### config.mk
export PLATFORM = sky130hd
export DESIGN_NAME = rom_burst_arbiter
export DESIGN_NICKNAME = d
export VERILOG_FILES = /design/src/rtl/rom_burst_arbiter.sv
export SDC_FILE = /design/constraint.sdc
export NUM_CORES = 1
export LEC_CHECK = 0
export BUFFER_PORTS_ARGS = -buffer_cell sky130_fd_sc_hd__buf_2
export CAP_MARGIN = 25
export CORE_MARGIN = 5
export CORE_UTILIZATION = 44
export CTS_CLUSTER_SIZE = 20
export DETAILED_ROUTE_END_ITERATION = 12
export GPL_TIMING_DRIVEN = 0
export PLACE_DENSITY = 0.77
export SLEW_MARGIN = 20
export SYNTH_ARGS = -nofsm -noshare
export SYNTH_HDL_FRONTEND = slang
export SYNTH_SLANG_ARGS = --single-unit
export TNS_END_PERCENT = 30
### constraint.sdc
create_clock -name i_clk -period 1.94 [get_ports i_clk]
set_clock_uncertainty 0.2 [all_clocks]
set_input_delay 0.194 -clock i_clk [delete_from_list [all_inputs] [get_ports i_clk]]
set_output_delay 0.194 -clock i_clk [all_outputs]
set_load 0.005 [all_outputs]
### src/rtl/rom_burst_arbiter.sv
// rom_burst_arbiter: round-robin burst arbiter in front of one shared
// synchronous single-port ROM (registered read data, 1-cycle latency).
// Each grant issues one ROM word per cycle and returns tagged read data.
// Build option: define ROM_BURST_ARB_RSP_REG_EN to add one register stage
// on the response outputs (response latency 2 instead of 1).
//
// state | meaning
// IDLE  | no burst open; grants a request and issues its word 0
// BURST | issuing words 1..len of the granted burst, one per cycle
module rom_burst_arbiter #(
  parameter int WIDTH   = 8,
  parameter int DEPTH   = 128,
  parameter int NUM_REQ = 2,
  parameter int LEN_W   = 4,
  localparam int AW     = $clog2(DEPTH),
  localparam int IDW    = $clog2(NUM_REQ)
) (
  input  logic                   i_clk,
  input  logic                   i_rst_n,
  input  logic [NUM_REQ-1:0]     i_req_valid,
  input  logic [NUM_REQ*AW-1:0]  i_req_addr,
  input  logic [NUM_REQ*LEN_W-1:0] i_req_len,
  output logic [NUM_REQ-1:0]     o_req_ready,
  output logic [AW-1:0]          o_rom_addr,
  input  logic [WIDTH-1:0]       i_rom_dout,
  output logic                   o_rsp_valid,
  output logic [IDW-1:0]         o_rsp_id,
  output logic [WIDTH-1:0]       o_rsp_data,
  output logic                   o_rsp_last,
  output logic                   o_busy
);

  typedef enum logic {S_IDLE = 1'b0, S_BURST = 1'b1} state_t;

  state_t           state, state_nx;
  logic [AW-1:0]    cur_addr, cur_addr_nx;
  logic [LEN_W-1:0] remaining, remaining_nx;
  logic [IDW-1:0]   owner, owner_nx;
  logic [IDW-1:0]   rr_ptr, rr_ptr_nx;

  logic             win_found;
  logic [IDW-1:0]   win_id;
  logic [AW-1:0]    win_addr;
  logic [LEN_W-1:0] win_len;

  logic             issue_v, issue_last;
  logic [IDW-1:0]   issue_id;
  logic             issue_v_d, last_d;
  logic [IDW-1:0]   id_d;
  logic [WIDTH-1:0] rsp_data_c;

  // Wrap by explicit compare so non-power-of-two depths stay in range.
  function automatic logic [AW-1:0] addr_inc(input logic [AW-1:0] a);
    return (a == AW'(DEPTH - 1)) ? '0 : a + AW'(1);
  endfunction

  // Round-robin search: first valid requester starting at rr_ptr.
  always_comb begin
    int idx;
    win_found = 1'b0;
    win_id    = '0;
    win_addr  = '0;
    win_len   = '0;
    for (int i = 0; i < NUM_REQ; i++) begin
      idx = int'(rr_ptr) + i;
      if (idx >= NUM_REQ) idx = idx - NUM_REQ;
      if (!win_found && i_req_valid[idx]) begin
        win_found = 1'b1;
        win_id    = IDW'(idx);
        win_addr  = i_req_addr[idx*AW +: AW];
        win_len   = i_req_len[idx*LEN_W +: LEN_W];
      end
    end
  end

  // FSM state and burst bookkeeping registers.
  always_ff @(posedge i_clk or negedge i_rst_n) begin
    if (!i_rst_n) begin
      state     <= S_IDLE;
      cur_addr  <= '0;
      remaining <= '0;
      owner     <= '0;
      rr_ptr    <= '0;
      issue_v_d <= 1'b0;
      id_d      <= '0;
      last_d    <= 1'b0;
    end else begin
      state     <= state_nx;
      cur_addr  <= cur_addr_nx;
      remaining <= remaining_nx;
      owner     <= owner_nx;
      rr_ptr    <= rr_ptr_nx;
      issue_v_d <= issue_v;
      id_d      <= issue_id;
      last_d    <= issue_last;
    end
  end

  // Next-state, grant and ROM issue decode. Grants are gated by i_rst_n so
  // no ready pulse escapes while reset is held.
  always_comb begin
    state_nx     = state;
    cur_addr_nx  = cur_addr;
    remaining_nx = remaining;
    owner_nx     = owner;
    rr_ptr_nx    = rr_ptr;
    o_req_ready  = '0;
    o_rom_addr   = '0;
    issue_v      = 1'b0;
    issue_id     = '0;
    issue_last   = 1'b0;
    case (state)
      S_IDLE: begin
        if (i_rst_n && win_found) begin
          o_req_ready[win_id] = 1'b1;
          o_rom_addr = win_addr;
          issue_v    = 1'b1;
          issue_id   = win_id;
          issue_last = (win_len == '0);
          rr_ptr_nx  = (win_id == IDW'(NUM_REQ - 1)) ? '0 : win_id + IDW'(1);
          if (win_len != '0) begin
            state_nx     = S_BURST;
            cur_addr_nx  = addr_inc(win_addr);
            remaining_nx = win_len;
            owner_nx     = win_id;
          end
        end
      end
      S_BURST: begin
        o_rom_addr   = cur_addr;
        issue_v      = 1'b1;
        issue_id     = owner;
        issue_last   = (remaining == LEN_W'(1));
        cur_addr_nx  = addr_inc(cur_addr);
        remaining_nx = remaining - LEN_W'(1);
        if (remaining == LEN_W'(1)) state_nx = S_IDLE;
      end
      default: state_nx = S_IDLE;
    endcase
  end

  assign o_busy = (state == S_BURST);

  // ROM data is passed through only alongside a valid word, so idle and
  // reset cycles show 0 instead of stale ROM output.
  assign rsp_data_c = issue_v_d ? i_rom_dout : '0;

`ifdef ROM_BURST_ARB_RSP_REG_EN
  // Extra output stage on the response path.
  always_ff @(posedge i_clk or negedge i_rst_n) begin
    if (!i_rst_n) begin
      o_rsp_valid <= 1'b0;
      o_rsp_id    <= '0;
      o_rsp_data  <= '0;
      o_rsp_last  <= 1'b0;
    end else begin
      o_rsp_valid <= issue_v_d;
      o_rsp_id    <= id_d;
      o_rsp_data  <= rsp_data_c;
      o_rsp_last  <= last_d;
    end
  end
`else
  assign o_rsp_valid = issue_v_d;
  assign o_rsp_id    = id_d;
  assign o_rsp_data  = rsp_data_c;
  assign o_rsp_last  = last_d;
`endif

endmodule

=== After elaboration in Yosys (flattened, before gate mapping) ===
Index checks and enable logic that the tools add are counted.

* Bits in registers: 17
* Bits in latches: 0
* Memory bits (writable): 0
* Memory bits (read-only): 0
* Bits of input ports: 34
* Output and inout bits: 21
* Word-level logic and storage cells: 84
* Memories: 0

* $add $sub $neg: 7
* Multiply operators: 2
* Div/mod/pow operators: 0
* $lt $le $gt $ge: 6
* Equality and inequality tests: 5
* Shift operators: 4
* Multiplexer cells: 42
* Bitwise logic cells: 1
* Reductions and logical operators: 9

{| class="wikitable"
|+ Operators by type and width
! cell !! count
|-
| $lt 32x3->1 const B || 2
|-
| $mul 32x4->32 const B || 2
|-
| $mux 32 || 2
|-
| $shiftx 14x32->7 || 2
|-
| $shiftx 8x32->4 || 2
|-
| $mux 7 || 7
|-
| $pmux 7 s2 || 2
|-
| $mux 1 || 18
|-
| $mux 4 || 4
|-
| $add 7x1->7 const B || 2
|-
| $eq 7x7->1 const B || 2
|-
| $mux 8 || 1
|-
| $pmux 1 s2 || 4
|-
| $pmux 4 s2 || 1
|-
| $eq 4x1->1 const B || 1
|-
| $logic_not 4->1 || 1
|-
| $mux 2 || 2
|-
| $ne 2x2->1 const B || 2
|-
| $reduce_and 2->1 || 2
|-
| $reduce_bool 4->1 || 1
|-
| $sub 4x1->4 const B || 1
|-
| $logic_and 1x1->1 || 3
|-
| $reduce_and 3->1 || 1
|-
| $sub 1x2->3 const B || 1
|-
| other kinds (10) || 10
|}

=== Depth between registers and ports, before layout ===
* Depth after elaboration: 15
* Gate-level depth with buffers: 9
* Depth with buffers taken out: 8

=== Worst setup path after synthesis ===
OpenSTA, ideal clock, no wires.

* Path type: register to register
* Start: reg rr_ptr
* End: reg cur_addr[6]
* Library setup time: 77 ps
* Arrival: 1854 ps
* Data required time: 1663 ps
* Path slack: -191 ps
* Cell stages (with the launch flop): 10
* Path buffers: 1
* Period minus slack after synthesis: 2131 ps
* Path through: dfrtp_1 nand2b_1 buf_6 a32oi_1 inv_1 ha_1 nand3b_4 nor3_2 or3b_1 a21oi_1

* Cells in the longest elaborated chain, start to end: 14
* Elaborated cells between the ends (all ways): 38
* Classes of those cells: add/sub (4); mul (2); order compare (2); eq/ne (3); shift (4); mux (18); reduce/logical (5)

{| class="wikitable"
|+ Ends and longest elaborated chain
! what !! RTL line !! source
|-
| from (decl) || 39 || <nowiki>logic [IDW-1:0] rr_ptr, rr_ptr_nx;</nowiki>
|-
| from (signal assigned) || 92 || <nowiki>rr_ptr <= rr_ptr_nx;</nowiki>
|-
| parallel branches: the longest is 14 deep, another holds $mul 32x4->32 || -- ||
|-
| to (signal assigned) || 89 || <nowiki>cur_addr <= cur_addr_nx;</nowiki>
|-
| to (decl) || 36 || <nowiki>logic [AW-1:0] cur_addr, cur_addr_nx;</nowiki>
|}

Several ways; the timed one is not identified. The select of a mux whose other input is x is not followed.
A chain may end at the register's enable or synchronous reset.

=== Worst setup path in the final report ===
* Start: reg rr_ptr
* End: out o_rom_addr[6]

* Cells in the longest elaborated chain, start to end: 12
* Elaborated cells between the ends (all ways): 26
* Classes of those cells: add/sub (3); mul (2); order compare (2); shift (2); mux (14); reduce/logical (3)

{| class="wikitable"
|+ Ends and longest elaborated chain
! what !! RTL line !! source
|-
| parallel branches: the longest is 10 deep, another holds $mul 32x4->32 || -- ||
|-
| $mux 7 (*) || 114 || <nowiki>if (i_rst_n && win_found) begin</nowiki>
|-
| $pmux 7 s2 (*) || 112 || <nowiki>case (state)</nowiki>
|-
| to (decl) || 24 || <nowiki>output logic [AW-1:0] o_rom_addr,</nowiki>
|}

Mark *: on every way between the ends. The select of a mux whose other input is x is not followed.

==> impl_results.html <==
<table>
<tr><th>Metric</th><th>Value</th></tr>
<tr><th colspan="2">Status</th></tr>
<tr><td>Result of the run</td><td>complete, but fails checks</td></tr>
<tr><td>Failing checks</td><td>negative setup slack</td></tr>
<tr><th colspan="2">Setup path</th></tr>
<tr><td>Maximum fanout along the worst path</td><td>8</td></tr>
<tr><td>Minimum setup slack among reg-to-reg paths</td><td>-0.15 ns</td></tr>
<tr><td>Required time reported for the critical path endpoint</td><td>around 1.6 ns</td></tr>
<tr><td>R2R depth</td><td>9</td></tr>
<tr><td>Crit Path Category</td><td>flip-flop to output port</td></tr>
<tr><td>Reg-to-reg endpoint</td><td>cur_addr[1]$_DFFE_PN0P_</td></tr>
<tr><td>Worst setup EP type</td><td>output port</td></tr>
<tr><td>CP arrival</td><td>roughly 1.7 ns</td></tr>
<tr><td>Startpoint type of the worst setup path</td><td>flip-flop</td></tr>
<tr><td>Reg2reg start</td><td>rr_ptr$_DFFE_PN0P_</td></tr>
<tr><th colspan="2">Global route</th></tr>
<tr><td>Global-route wire length before repair</td><td>about 6500 um</td></tr>
<tr><td>Overflow after GRT</td><td>0</td></tr>
<tr><td>Global-route total usage across every layer</td><td>just under 20%</td></tr>
<tr><td>Maximum number of pins on one net before global-route repair</td><td>18</td></tr>
<tr><td>Vias in the first global route</td><td>1,378</td></tr>
<tr><td>Initial antenna violation count</td><td>0</td></tr>
<tr><th colspan="2">Yosys</th></tr>
<tr><td>Most area-hungry cell type in the Yosys netlist</td><td>sky130_fd_sc_hd__dfrtp_1</td></tr>
<tr><td>Post-synthesis cell type count</td><td>between 40 and 50</td></tr>
<tr><td>Share of the yosys chip area belonging to registers</td><td>30.9%</td></tr>
<tr><td>Post-synth EDFFs</td><td>0</td></tr>
<tr><td>Synth Register Bits</td><td>17</td></tr>
<tr><td>Async set-reset flop share out of synthesis</td><td>100%</td></tr>
<tr><td>Nets in the synthesized netlist</td><td>approximately 190</td></tr>
<tr><td>Proportion of netlist area held by the largest area contributor</td><td>~31%</td></tr>
<tr><td>Total number of yosys warnings</td><td>0</td></tr>
<tr><td>Mapped Area</td><td>0.00138 mm^2</td></tr>
<tr><td>Post-synthesis area per instance</td><td>around 9.2 um^2</td></tr>
<tr><td>Commonest register cell after synthesis</td><td>sky130_fd_sc_hd__dfrtp_1</td></tr>
<tr><td>Biggest area contributors in the synthesized netlist</td><td>sky130_fd_sc_hd__dfrtp_1 (31%), sky130_fd_sc_hd__a21oi_1 (4.0%), sky130_fd_sc_hd__xnor2_1 (3.8%), sky130_fd_sc_hd__and2_1 (3.6%), sky130_fd_sc_hd__ha_1 (3.6%)</td></tr>
<tr><td>Post-synthesis cell count</td><td>150</td></tr>
<tr><th colspan="2">STA</th></tr>
<tr><td>RSZ-0062 raised after global routing</td><td>yes</td></tr>
<tr><td>Number of endpoints failing setup at the final stage</td><td>13</td></tr>
<tr><td>Worst Slack Setup Final</td><td>-0.160 ns</td></tr>
<tr><td>Period utilization</td><td>108%</td></tr>
<tr><td>Worst slew pin tran</td><td>about 0.8 ns</td></tr>
<tr><td>Worst slew margin relative to its limit</td><td>44.9%</td></tr>
<tr><td>Hold Vio Cnt, Final</td><td>0</td></tr>
<tr><td>Crit path time final</td><td>approximately 2.1 ns</td></tr>
<tr><td>Highest attainable clock frequency</td><td>approximately 0.48 GHz</td></tr>
<tr><td>Count of final max-slew check failures</td><td>0</td></tr>
<tr><th colspan="2">Power</th></tr>
<tr><td>Max IR drop VDD</td><td>approximately 730 uV</td></tr>
<tr><td>Power Density</td><td>between 1000 and 1500 mW/mm^2</td></tr>
<tr><td>LEAKAGE</td><td>1.00 nW</td></tr>
<tr><th colspan="2">Clocking</th></tr>
<tr><td>H-tree lvl count</td><td>1</td></tr>
<tr><td>Clock root buffer master</td><td>sky130_fd_sc_hd__clkbuf_4</td></tr>
<tr><td>Clk sink count</td><td>17</td></tr>
<tr><td>CTS tree</td><td>done</td></tr>
<tr><td>Clock transition at the register clock pins on the worst setup and hold paths after CTS</td><td>about 0.11 ns</td></tr>
<tr><td>Clock Path Buffers</td><td>2</td></tr>
<tr><td>Skew-Pair Late Insertion Delay</td><td>0.30 ns</td></tr>
<tr><td>Clock buffers created by TritonCTS</td><td>3</td></tr>
<tr><th colspan="2">Die</th></tr>
<tr><td>Die width</td><td>65.9 um</td></tr>
<tr><td>Number of ports placed on the die boundary</td><td>55</td></tr>
<tr><td>Placeable core region</td><td>approximately 0.003 mm^2</td></tr>
<tr><td>Die Span Y</td><td>65.9 um</td></tr>
<tr><td>Number of cell rows</td><td>20</td></tr>
<tr><td>Die footprint</td><td>between 0.004 and 0.005 mm^2</td></tr>
<tr><td>Effective utilization at floorplan</td><td>45.4%</td></tr>
<tr><th colspan="2">Route</th></tr>
<tr><td>Total via count after detailed routing</td><td>between 1,000 and 1,500</td></tr>
<tr><td>DRC viols</td><td>0</td></tr>
<tr><td>Avg WL per Cell</td><td>roughly 15 um</td></tr>
<tr><td>Count of TritonRoute iterations in the first routing pass</td><td>5</td></tr>
<tr><td>Routed wire length</td><td>~4200 um</td></tr>
<tr><td>Iteration-0 DRC Markers</td><td>66</td></tr>
<tr><td>Number of antenna-violating nets in the routed design</td><td>0</td></tr>
<tr><td>Vias per inst</td><td>between 5 and 6</td></tr>
<tr><th colspan="2">Finish</th></tr>
<tr><td>Ratio of cells with drive above 1 in the final layout</td><td>a little over half</td></tr>
<tr><td>Number of nets in the layout</td><td>approximately 270</td></tr>
<tr><td>Layout Cells excl Fill</td><td>approximately 270</td></tr>
<tr><td>Layout-stage area growth over the synthesis result</td><td>47.7%</td></tr>
<tr><td>Top library cells by usage in the layout, fill and taps aside</td><td>sky130_fd_sc_hd__buf_2 (56), sky130_fd_sc_hd__buf_4 (18), sky130_fd_sc_hd__dfrtp_1 (17)</td></tr>
<tr><td>Ant diodes</td><td>0</td></tr>
<tr><td>Leading cell type in the layout, fill and taps excluded</td><td>sky130_fd_sc_hd__buf_2</td></tr>
<tr><th colspan="2">Worst hold path</th></tr>
<tr><td>Worst-case hold path end point</td><td>remaining[2]$_DFFE_PN0P_</td></tr>
<tr><td>Path class of the lowest-slack min-delay path</td><td>input pin to flip-flop</td></tr>
<tr><td>Beginning of the worst hold path</td><td>i_rst_n</td></tr>
<tr><td>Hold Path Cell Cnt</td><td>3</td></tr>
<tr><th colspan="2">Placement</th></tr>
<tr><td>Placer's final routability congestion estimate</td><td>0.802</td></tr>
<tr><td>Port-buffer cells</td><td>54</td></tr>
<tr><td>Worst slack, placed</td><td>-0.391 ns</td></tr>
<tr><td>Post-detail-place hpwl</td><td>2900 um</td></tr>
<tr><td># placed instances</td><td>around 250</td></tr>
<tr><th colspan="2">Flow run</th></tr>
<tr><td>Max-capacitance violation count</td><td>0</td></tr>
</table>
-- through the flow --
step | total power [mW] | hold WS [ns] | cell area (um^2) | TNS, ns | utilization (%)
after floorplan | 1.54 | -0.302 | 1410 | -0.0548 | -
after global placement | 1.91 | -0.0289 | 1740 | -4.21 | 57.4
after detailed placement | 1.93 | -0.0250 | 1740 | -4.20 | 57.4
after CTS | 2.22 | 0.0856 | 1910 | -1.14 | 63.1
after global routing | 2.56 | 0.152 | 2030 | -2.70 | 67.1
final | 2.35 | 0.104 | 2030 | -1.21 | 67.1
-- flip-flops by register name, summed over array words and instances (netlist names) --
register,cells
cur_addr,7
o_busy,1
o_rsp_id,1
o_rsp_last,1
o_rsp_valid,1
owner,1
remaining,4
rr_ptr,1
-- critical path: stages (launching register included) --
cell	delay (ns)
sky130_fd_sc_hd__dfrtp_1	0.43
sky130_fd_sc_hd__nand2b_4	0.22
sky130_fd_sc_hd__and2_4	0.19
sky130_fd_sc_hd__buf_8	0.13
sky130_fd_sc_hd__a22oi_4	0.25
sky130_fd_sc_hd__o21ai_2	0.07
sky130_fd_sc_hd__buf_2	0.13
-- Yosys cell counts, types with 2 or more instances --
master	number
sky130_fd_sc_hd__nand2_1	13
sky130_fd_sc_hd__o31a_1	3
sky130_fd_sc_hd__buf_6	4
sky130_fd_sc_hd__xnor2_1	6
sky130_fd_sc_hd__a22o_1	5
sky130_fd_sc_hd__o21ai_0	6
sky130_fd_sc_hd__xor2_1	2
sky130_fd_sc_hd__a21oi_1	11
sky130_fd_sc_hd__dfrtp_1	17
sky130_fd_sc_hd__inv_1	7
sky130_fd_sc_hd__a22oi_1	3
sky130_fd_sc_hd__or4_1	2
sky130_fd_sc_hd__o21ai_1	3
sky130_fd_sc_hd__a32o_1	4
sky130_fd_sc_hd__nor3_2	2
sky130_fd_sc_hd__buf_2	2
sky130_fd_sc_hd__nand3_1	4
sky130_fd_sc_hd__a32oi_1	2
sky130_fd_sc_hd__clkbuf_1	3
sky130_fd_sc_hd__a221oi_1	2
sky130_fd_sc_hd__and2_1	8
sky130_fd_sc_hd__nand2b_1	3
sky130_fd_sc_hd__nor2_1	8
sky130_fd_sc_hd__ha_1	4
sky130_fd_sc_hd__mux2i_1	2
-- layout make-up --
class / count / area (um^2)
plain buffers: 9 / 77.6
clock buffers: 3 / 22.5
clock inverters: 1 / 5.00
fillers: 243 / 997
inverters: 7 / 26.3
multi-input cells: 116 / 972
flip-flops and latches: 17 / 425
well taps: 44 / 55.1
repair buffers: 76 / 447
-- logic make-up after synthesis --
kind of cell	count (synthesis)	synth area share [%]
compound gates	49	28.5
xor+xnor	8	5.10
fa+ha+maj	4	3.64
buf+inv	17	7.28
flops	17	30.9
mux	3	2.55
simple gates	52	22.0
-- power breakdown --
| group | total, mW | switching (mW) | internal (mW) |
|---|---|---|---|
| combinational | 1.44 | 0.689 | 0.747 |
| clock | 0.197 | 0.120 | 0.0768 |
| sequential | 0.715 | 0.190 | 0.525 |
| total | 2.35 | 1.00 | 1.35 |
-- how the worst max path moves through the flow --
| stage | start | endpoint | depth (start not counted) |
|---|---|---|---|
| finish | rr_ptr$_DFFE_PN0P_ | o_rom_addr[6] | 6 |
| global route | rr_ptr$_DFFE_PN0P_ | cur_addr[0]$_DFFE_PN0P_ | 9 |
| CTS | rr_ptr$_DFFE_PN0P_ | cur_addr[6]$_DFFE_PN0P_ | 8 |
| detailed placement | i_rst_n | o_rom_addr[1] | 5 |
| global placement | i_rst_n | o_rom_addr[2] | 5 |
| floorplan | rr_ptr$_DFFE_PN0P_ | cur_addr[6]$_DFFE_PN0P_ | 9 |
-- timing repair --
| item | in CTS | in global routing |
|---|---|---|
| setup endpoints to repair | 20 | 22 |
| endpoints found under the hold margin | 18 | 0 |
| resized for setup | 12 | 17 |
| hold buffers | 3 | 0 |
| buffers inserted | 12 | 7 |
| pin swaps | 11 | 9 |
-- layer usage --
layer	GRT usage (%)	up-vias	wire [um]
met5	0	-	0
met4	4.66	0	36
met3	5.95	4	381
met2	32.4	63	2010
met1	23.7	704	1760
li1	-	709	-
Note: power is estimated with default switching activity, not from simulation.
